[src/rtl/uart_tx_pkg.sv]
// Shared definitions for the UART transmit datapath: frame-slot encodings.
package uart_tx_pkg;

  typedef logic [1:0] sel_t;

  localparam sel_t SEL_START  = 2'b00;
  localparam sel_t SEL_DATA   = 2'b01;
  localparam sel_t SEL_PARITY = 2'b10;
  localparam sel_t SEL_STOP   = 2'b11;

endpackage

[src/rtl/uart_tx_if.sv]
// Control/status bundle between the transmit FSM (master) and the TX datapath (slave).
interface uart_tx_if #(
  parameter int DATA_WIDTH = 8
);
  import uart_tx_pkg::*;

  logic                  load;
  logic [DATA_WIDTH-1:0] data_in;
  logic                  parity_enable;
  sel_t                  select;
  logic                  tx_out;
  logic                  data_bit;
  logic                  parity_bit;
  logic                  data_sent;

  modport master (
    output load, data_in, parity_enable, select,
    input  tx_out, data_bit, parity_bit, data_sent
  );

  modport slave (
    input  load, data_in, parity_enable, select,
    output tx_out, data_bit, parity_bit, data_sent
  );

endinterface

[src/rtl/uart_parity_gen.sv]
// Combinational parity over the parallel word; the word must stay stable through the parity slot.
module uart_parity_gen #(
  parameter int DATA_WIDTH = 8,
  parameter bit PARITY_ODD = 1'b0
) (
  input  logic [DATA_WIDTH-1:0] data_in,
  input  logic                  parity_enable,
  output logic                  parity_bit
);

  assign parity_bit = parity_enable & (^data_in ^ PARITY_ODD);

endmodule

[src/rtl/uart_piso.sv]
// LSB-first parallel-in/serial-out shift register with a saturating bit counter.
module uart_piso #(
  parameter int DATA_WIDTH = 8
) (
  input  logic                  clk,
  input  logic                  rst,
  input  logic                  load,
  input  logic [DATA_WIDTH-1:0] data_in,
  output logic                  data_bit,
  output logic                  data_sent
);

  localparam int              CW      = $clog2(DATA_WIDTH) + 1;
  localparam logic [CW-1:0]   CNT_MAX = CW'(DATA_WIDTH);

  logic [DATA_WIDTH-1:0] shreg;
  logic [CW-1:0]         cnt;

  // Shifting stops once every bit has gone out, so the line idles on the 1-fill.
  always_ff @(posedge clk or posedge rst) begin
    if (rst) begin
      shreg     <= '0;
      cnt       <= '0;
      data_sent <= 1'b0;
    end else if (load) begin
      shreg     <= data_in;
      cnt       <= '0;
      data_sent <= 1'b0;
    end else if (cnt < CNT_MAX) begin
      shreg <= {1'b1, shreg[DATA_WIDTH-1:1]};
      cnt   <= cnt + 1'b1;
      if (cnt == CNT_MAX - 1'b1) begin
        data_sent <= 1'b1;
      end
    end
  end

  assign data_bit = shreg[0];

endmodule

[src/rtl/uart_tx_mux.sv]
// Frame-slot selector driving the TX line; anything unrecognised idles high.
module uart_tx_mux
  import uart_tx_pkg::*;
(
  input  sel_t select,
  input  logic data_bit,
  input  logic parity_bit,
  output logic tx_out
);

  always_comb begin
    tx_out = 1'b1;
    case (select)
      SEL_START:  tx_out = 1'b0;
      SEL_DATA:   tx_out = data_bit;
      SEL_PARITY: tx_out = parity_bit;
      SEL_STOP:   tx_out = 1'b1;
      default:    tx_out = 1'b1;
    endcase
  end

endmodule

[src/rtl/uart_tx_datapath.sv]
// UART transmit datapath: shift register, parity generator and frame-slot mux.
module uart_tx_datapath
  import uart_tx_pkg::*;
#(
  parameter int DATA_WIDTH = 8,
  parameter bit PARITY_ODD = 1'b0
) (
  input  logic     clk,
  input  logic     rst_n,   // active-high despite the name
  uart_tx_if.slave bus
);

  logic data_bit;
  logic parity_bit;

  uart_piso #(
    .DATA_WIDTH (DATA_WIDTH)
  ) u_piso (
    .clk       (clk),
    .rst       (rst_n),
    .load      (bus.load),
    .data_in   (bus.data_in),
    .data_bit  (data_bit),
    .data_sent (bus.data_sent)
  );

  uart_parity_gen #(
    .DATA_WIDTH (DATA_WIDTH),
    .PARITY_ODD (PARITY_ODD)
  ) u_parity_gen (
    .data_in       (bus.data_in),
    .parity_enable (bus.parity_enable),
    .parity_bit    (parity_bit)
  );

  uart_tx_mux u_tx_mux (
    .select     (bus.select),
    .data_bit   (data_bit),
    .parity_bit (parity_bit),
    .tx_out     (bus.tx_out)
  );

  assign bus.data_bit   = data_bit;
  assign bus.parity_bit = parity_bit;

endmodule

[src/flat_wrapper.sv]
// flat-port wrapper written by rule: the top's interface ports become plain ports
module uart_tx_datapath_flat import uart_tx_pkg::*;
#(
  parameter int DATA_WIDTH = 8,
  parameter bit PARITY_ODD = 1'b0
)
  (clk, rst_n, bus_load, bus_data_in, bus_parity_enable, bus_select, bus_tx_out, bus_data_bit, bus_parity_bit, bus_data_sent);
  uart_tx_if #(.DATA_WIDTH(DATA_WIDTH)) bus_i ();
  input  logic clk;
  input  logic rst_n;
  input wire logic [$bits(bus_i.load)-1:0] bus_load;
  input wire logic [$bits(bus_i.data_in)-1:0] bus_data_in;
  input wire logic [$bits(bus_i.parity_enable)-1:0] bus_parity_enable;
  input wire logic [$bits(bus_i.select)-1:0] bus_select;
  output wire logic [$bits(bus_i.tx_out)-1:0] bus_tx_out;
  output wire logic [$bits(bus_i.data_bit)-1:0] bus_data_bit;
  output wire logic [$bits(bus_i.parity_bit)-1:0] bus_parity_bit;
  output wire logic [$bits(bus_i.data_sent)-1:0] bus_data_sent;
  assign bus_i.load = bus_load;
  assign bus_i.data_in = bus_data_in;
  assign bus_i.parity_enable = bus_parity_enable;
  assign bus_i.select = bus_select;
  assign bus_tx_out = bus_i.tx_out;
  assign bus_data_bit = bus_i.data_bit;
  assign bus_parity_bit = bus_i.parity_bit;
  assign bus_data_sent = bus_i.data_sent;
  uart_tx_datapath #(.DATA_WIDTH(DATA_WIDTH), .PARITY_ODD(PARITY_ODD)) u_core (.clk(clk), .rst_n(rst_n), .bus(bus_i));
endmodule
[config.mk]
export PLATFORM = sky130hd
export DESIGN_NAME = uart_tx_datapath_flat
export DESIGN_NICKNAME = d
export VERILOG_FILES = /design/src/rtl/uart_tx_pkg.sv /design/src/rtl/uart_tx_if.sv /design/src/rtl/uart_parity_gen.sv /design/src/rtl/uart_piso.sv /design/src/rtl/uart_tx_mux.sv /design/src/rtl/uart_tx_datapath.sv /design/src/flat_wrapper.sv
export SDC_FILE = /design/constraint.sdc
export NUM_CORES = 1
export LEC_CHECK = 0
export ABC_CLOCK_PERIOD_IN_PS = 1100
export CELL_PAD_IN_SITES_DETAIL_PLACEMENT = 1
export CELL_PAD_IN_SITES_GLOBAL_PLACEMENT = 2
export CORE_MARGIN = 5
export CORE_UTILIZATION = 25
export CTS_BUF_LIST = sky130_fd_sc_hd__clkbuf_16
export CTS_CLUSTER_SIZE = 16
export DETAILED_ROUTE_END_ITERATION = 10
export PLACE_DENSITY_LB_ADDON = 0.1
export SYNTH_ARGS = -nofsm -noshare
export SYNTH_HDL_FRONTEND = slang
export SYNTH_SLANG_ARGS = --single-unit
[constraint.sdc]
create_clock -name clk -period 1.1 [get_ports clk]
set_input_delay 0.165 -clock clk [delete_from_list [all_inputs] [get_ports clk]]
set_output_delay 0.165 -clock clk [all_outputs]
set_load 0.02 [all_outputs]
## Word level (Yosys, flattened, before mapping)

Index checks and enable logic that the tools add are counted.

| word-level totals | value |
|---|---|
| memories kept | 0 |
| ROM bits | 0 |
| input port bits | 14 |
| bits in writable memories | 0 |
| bits in latches | 0 |
| output and inout port bits | 4 |
| bits in registers | 13 |
| logic and storage cells | 23 |

| cells by class | value |
|---|---|
| add/sub/neg operators | 1 |
| order comparisons | 1 |
| div/mod/pow operators | 0 |
| multipliers | 0 |
| bitwise operators | 1 |
| reductions and logical operators | 5 |
| shifts and indexed selects | 0 |
| mux-type cells | 8 |
| equality and inequality tests | 4 |

Operator list:

| operator | count |
|---|---|
| $mux W8 | 2 |
| $mux W4 | 2 |
| $reduce_xor A8 Y1 | 1 |
| $add A4 B1 Y4 const B | 1 |
| $eq A2 B2 Y1 const B | 2 |
| $eq A4 B3 Y1 const B | 1 |
| $lt A4 B4 Y1 const B | 1 |
| $pmux W1 S4 | 1 |
| $reduce_bool A2 Y1 | 2 |
| $mux W1 | 3 |
| $eq A2 B1 Y1 const B | 1 |
| $logic_not A2 Y1 | 1 |
| $reduce_and A2 Y1 | 1 |
| $and A1 B1 Y1 | 1 |

## Logic depth before layout (Yosys ltp)

| logic depth | value |
|---|---|
| depth in word-level cells | 4 |
| gate-level depth with buffers | 4 |
| gate-level depth less buffers | 4 |

## By module

Synthesis repeated with hierarchy kept, for this count alone.

| second synthesis, totals | value |
|---|---|
| cell total of the unflattened synthesis | 64 |
| area total of the unflattened synthesis | 653.1 um^2 |

Modules (own cells, without submodules):

| module | cells an instance | area each (um^2) | instances |
|---|---|---|---|
| uart_piso | 53 | 573.0 | 1 |
| uart_parity_gen | 8 | 67.6 | 1 |
| uart_tx_mux | 3 | 12.5 | 1 |

## Least setup slack after synthesis

No wires, ideal clock.

| timing path | value |
|---|---|
| path kind | input port to output port |
| start | input port bus_data_in[1] |
| end | output port bus_tx_out |
| arrival time | 899 ps |
| cell stages on the path | 4 |
| required time | 935 ps |
| slack | 36 ps |
| cell sequence | xor2_1 -> xnor2_1 -> xnor2_1 -> a31o_1 |

| between the ends | value |
|---|---|
| cells in the longest elaborated chain, start to end | 3 |

RTL lines:

| element | line | text |
|---|---|---|
| start: declaration | flat_wrapper.sv:12 | `input wire logic [$bits(bus_i.data_in)-1:0] bus_data_in;` |
| $reduce_xor A8 Y1 | uart_parity_gen.sv:11 | `assign parity_bit = parity_enable & (^data_in ^ PARITY_ODD);` |
| $and A1 B1 Y1 | uart_parity_gen.sv:11 |  |
| $pmux W1 S4 | uart_tx_mux.sv:13 | `case (select)` |
| end: declaration | flat_wrapper.sv:15 | `output wire logic [$bits(bus_i.tx_out)-1:0] bus_tx_out;` |

No other way between the ends.

## Worst setup path in the final report

| timing path | value |
|---|---|
| start | register u_core.u_piso.shreg[0] |
| end | output port bus_tx_out |

| between the ends | value |
|---|---|
| cells in the longest elaborated chain, start to end | 1 |

RTL lines:

| element | line | text |
|---|---|---|
| start: declaration | uart_piso.sv:16 | `logic [DATA_WIDTH-1:0] shreg;` |
| start signal: assignment | uart_piso.sv:26 | `shreg <= data_in;` |
| start signal: assignment | uart_piso.sv:30 | `shreg <= {1'b1, shreg[DATA_WIDTH-1:1]};` |
| $pmux W1 S4 | uart_tx_mux.sv:13 |  |

No other way between the ends.

==> summary.txt <==
Routing
  • Initial detailed-routing violation count: 27
  • 1st-pass router iterations: 4
  • Final wirelength: 1.63 mm
  • DR vias: 545
  • Routed Antenna Nets: 0
  • Vias per inst: 4.47
  • DRC errors left: 0
  • WL/cell: 13.4 um

Timing
  • FMAX: 787 MHz
  • Clock Skews: 0.000627 ns
  • Final WS setup: -0.171 ns
  • Final hold vios: 0
  • Tcrit/Tclk final: 116%
  • Setup TNS: -0.295 ns
  • Worst slew pin tran: 0.201 ns
  • Count of final setup violators: 2
  • Fin crit period: 1.27 ns
  • Slew Viols, Final: 0
  • Slew margin rel.: 86.7%
  • RSZ-0062 raised after global routing: true

Setup path
  • Critical path, cell by cell: o21a_1 -> a31o_1 -> buf_6
  • Critical Setup Path Class: register to output port
  • CP Max Fanout: 2
  • Slowest-stage cell, CP: dfrtp_1
  • Worst path arrival time: 1.11 ns
  • CP Capture Type: output port
  • Worst Path Required: 0.94 ns
  • Largest stage delay, worst path: 0.38 ns
  • Critical path launch point type: register

Final layout
  • # nets final: 108
  • Storage element area: 327 um2
  • Area grow syn2layout: 71.7%
  • Non-Filler Instances: 122
  • Fraction of layout instances using a drive strength above 1: 39.1%
  • Fill count: 276
  • Number of diodes: 0
  • Area of the multi-input gates: 392 um2

Outcome
  • Failing checks: negative setup slack
  • Run status: finished, violations left

Power
  • Cell leakage power: 0.495 nW
  • Max IR drop VDD: 0.776 mV
  • Power per cell area: 1410 nW/um2

CTS
  • CTS tree: built
  • H-Tree Depth: 1
  • Clock transition at the registers of the reported paths: 0.05 ns
  • Clock sinks: 13
  • Worst skew pair latency: 0.24 ns
  • Inserted Clock Buffers: 3
  • Clock buffer depth: 2
  • Root buffer cell: clkbuf_16

Global route
  • Pin count of the biggest net entering global routing: 14
  • Total Routing Usage GR: 9.61%
  • Vias in the first global route: 595
  • Overflow after GRT: 0
  • First-pass GRT wire length: 2.55 mm
  • Initial antenna violation count: 0

Logic synthesis
  • Cell Area, Synth: 651 um2
  • Synthesized Nets: 78
  • Synth warn: 0
  • Register area share after synthesis: 50.0%
  • Yosys reg bits: 13
  • Count of different cell masters after synthesis: 18
  • Syn Area/Cell: 10.3 um2
  • Cells after synthesis: 63

Floorplan
  • Die ar.: 3720 um2
  • Die height: 61.0 um
  • Die W: 61.0 um
  • Io pins: 18
  • Area of the core: 2480 um2
  • # rows: 18
  • Initial Util: 26.3%

Hold path
  • Type of the tightest min-delay check: input port to register

Place
  • HPWL Detailed: 1.19 mm
  • RD Place Congestion: 0.669
  • PortBufs: 17
  • Post-Place Cells: 117

Run
  • Max Cap Viol: 0
## area by class of cell
| cell class | instances | share of cell area (%) |
|---|---|---|
| multi-input combinational | 45 | 35.1 |
| clock inverter | 1 | 0.336 |
| tap | 30 | 3.36 |
| sequential | 13 | 29.2 |
| clock buffer | 3 | 6.72 |
| timing repair buffer | 28 | 24.6 |
| inverter | 2 | 0.672 |
## worst paths after layout
kind | end | from | slack [ns] | cells past startpoint
setup / recovery | bus_tx_out | u_core.u_piso.shreg[0]$_DFFE_PP0P_ | -0.17 | 3
hold / removal | u_core.u_piso.shreg[2]$_DFFE_PP0P_ | bus_data_in[2] | 0.14 | 3
setup reg to reg | u_core.u_piso.cnt[2]$_DFFE_PP0P_ | u_core.u_piso.cnt[0]$_DFFE_PP0P_ | 0.07 | 4
hold reg to reg | u_core.u_piso.data_sent$_DFFE_PP0P_ | u_core.u_piso.data_sent$_DFFE_PP0P_ | 0.50 | 2
max in group asynchronous | u_core.u_piso.cnt[3]$_DFFE_PP0P_ | rst_n | 0.70 | 3
min in group asynchronous | u_core.u_piso.shreg[0]$_DFFE_PP0P_ | rst_n | 0.22 | 3
## worst max-delay path: cells and delay by family (launching register included)
family,cells,cell delay (ns)
DFF,1,0.38
buffers and inverters,1,0.13
AOI/OAI and AO/OA,2,0.36
## kinds of logic after synthesis
logic type	share of synthesized area, %
and+or+nand+nor	10.2
adders and majority gates	1.92
buffers and inverters	3.08
AOI/OAI and AO/OA	10.4
muxes	12.3
xor gates and xnor gates	12.1
DFF	50.0
## synthesized netlist by cell type
cell type / n / share of area (%)
o21ai_0: 7 / 5.4
a31o_1: 1 / 1.3
ha_1: 1 / 1.9
xnor2_1: 7 / 9.4
clkbuf_1: 2 / 1.2
a31oi_1: 1 / 0.96
xor2_1: 2 / 2.7
nand2_1: 7 / 4.0
buf_2: 1 / 0.77
inv_1: 2 / 1.2
mux2i_1: 8 / 12
nor2b_1: 1 / 0.96
dfrtp_1: 13 / 50
nor2_1: 5 / 2.9
and2_2: 1 / 1.2
a21oi_1: 2 / 1.5
o21a_1: 1 / 1.2
nor3b_1: 1 / 1.2
## metrics by stage
stage | setup WS [ns] | hold WS [ns] | utilization [%] | total power, mW | area [um2]
2_1_floorplan | 0.0362 | 0.0420 | - | 0.687 | 651
3_3_place_gp | -1.04 | 0.478 | 38.2 | 0.833 | 946
3_5_place_dp | -1.01 | 0.488 | 38.2 | 0.841 | 946
4_1_cts | -0.171 | 0.167 | 40.5 | 1.52 | 1000
5_1_grt | -0.207 | 0.141 | 45.1 | 1.65 | 1120
6_report | -0.171 | 0.140 | 45.1 | 1.58 | 1120
## power by group
group / total (mW) / internal [mW] / switching (mW)
sequential: 0.540 / 0.516 / 0.0237
combinational: 0.363 / 0.211 / 0.151
clock: 0.678 / 0.479 / 0.198
## placed cells by master (no fill, tap or decap)
cell type and n:
clkbuf_16 3, nor2b_4 1, buf_12 2, clkdlybuf4s15_1 1, dfrtp_2 1, xor2_1 1
a31oi_1 1, buf_2 2, xnor2_4 2, a31o_1 1, a21oi_1 2, ha_2 1
buf_6 6, buf_8 1, mux2i_1 8, and2_4 1, xnor2_1 1, nor2_1 5
o21ai_0 7, nor3b_1 1, clkdlybuf4s50_1 5, inv_1 3, o21a_1 1, xor2_2 1
buf_4 11, dfrtp_1 12, nand2_1 7, xnor2_2 4
## sequential cells by signal, summed over array words and instances (netlist names)
signal,cells
u_core.u_piso.shreg,8
u_core.u_piso.cnt,4
u_core.u_piso.data_sent,1
## timing repair
action / 4_1_cts / 5_1_grt
hold buffers: 0 / 0
setup buffers: 0 / 1
pin swaps: 8 / 10
hold endpoints to repair: 0 / 0
endpoints found under the setup margin: 4 / 7
resized for setup: 52 / 24
## metal layers
metal | global-route usage, % | routed length, um
met1 | 11.8 | 704
met2 | 15.3 | 835
met3 | 2.52 | 64
met4 | 5.57 | 27
met5 | 0 | 0
Note: power is estimated with default switching activity, not from simulation.
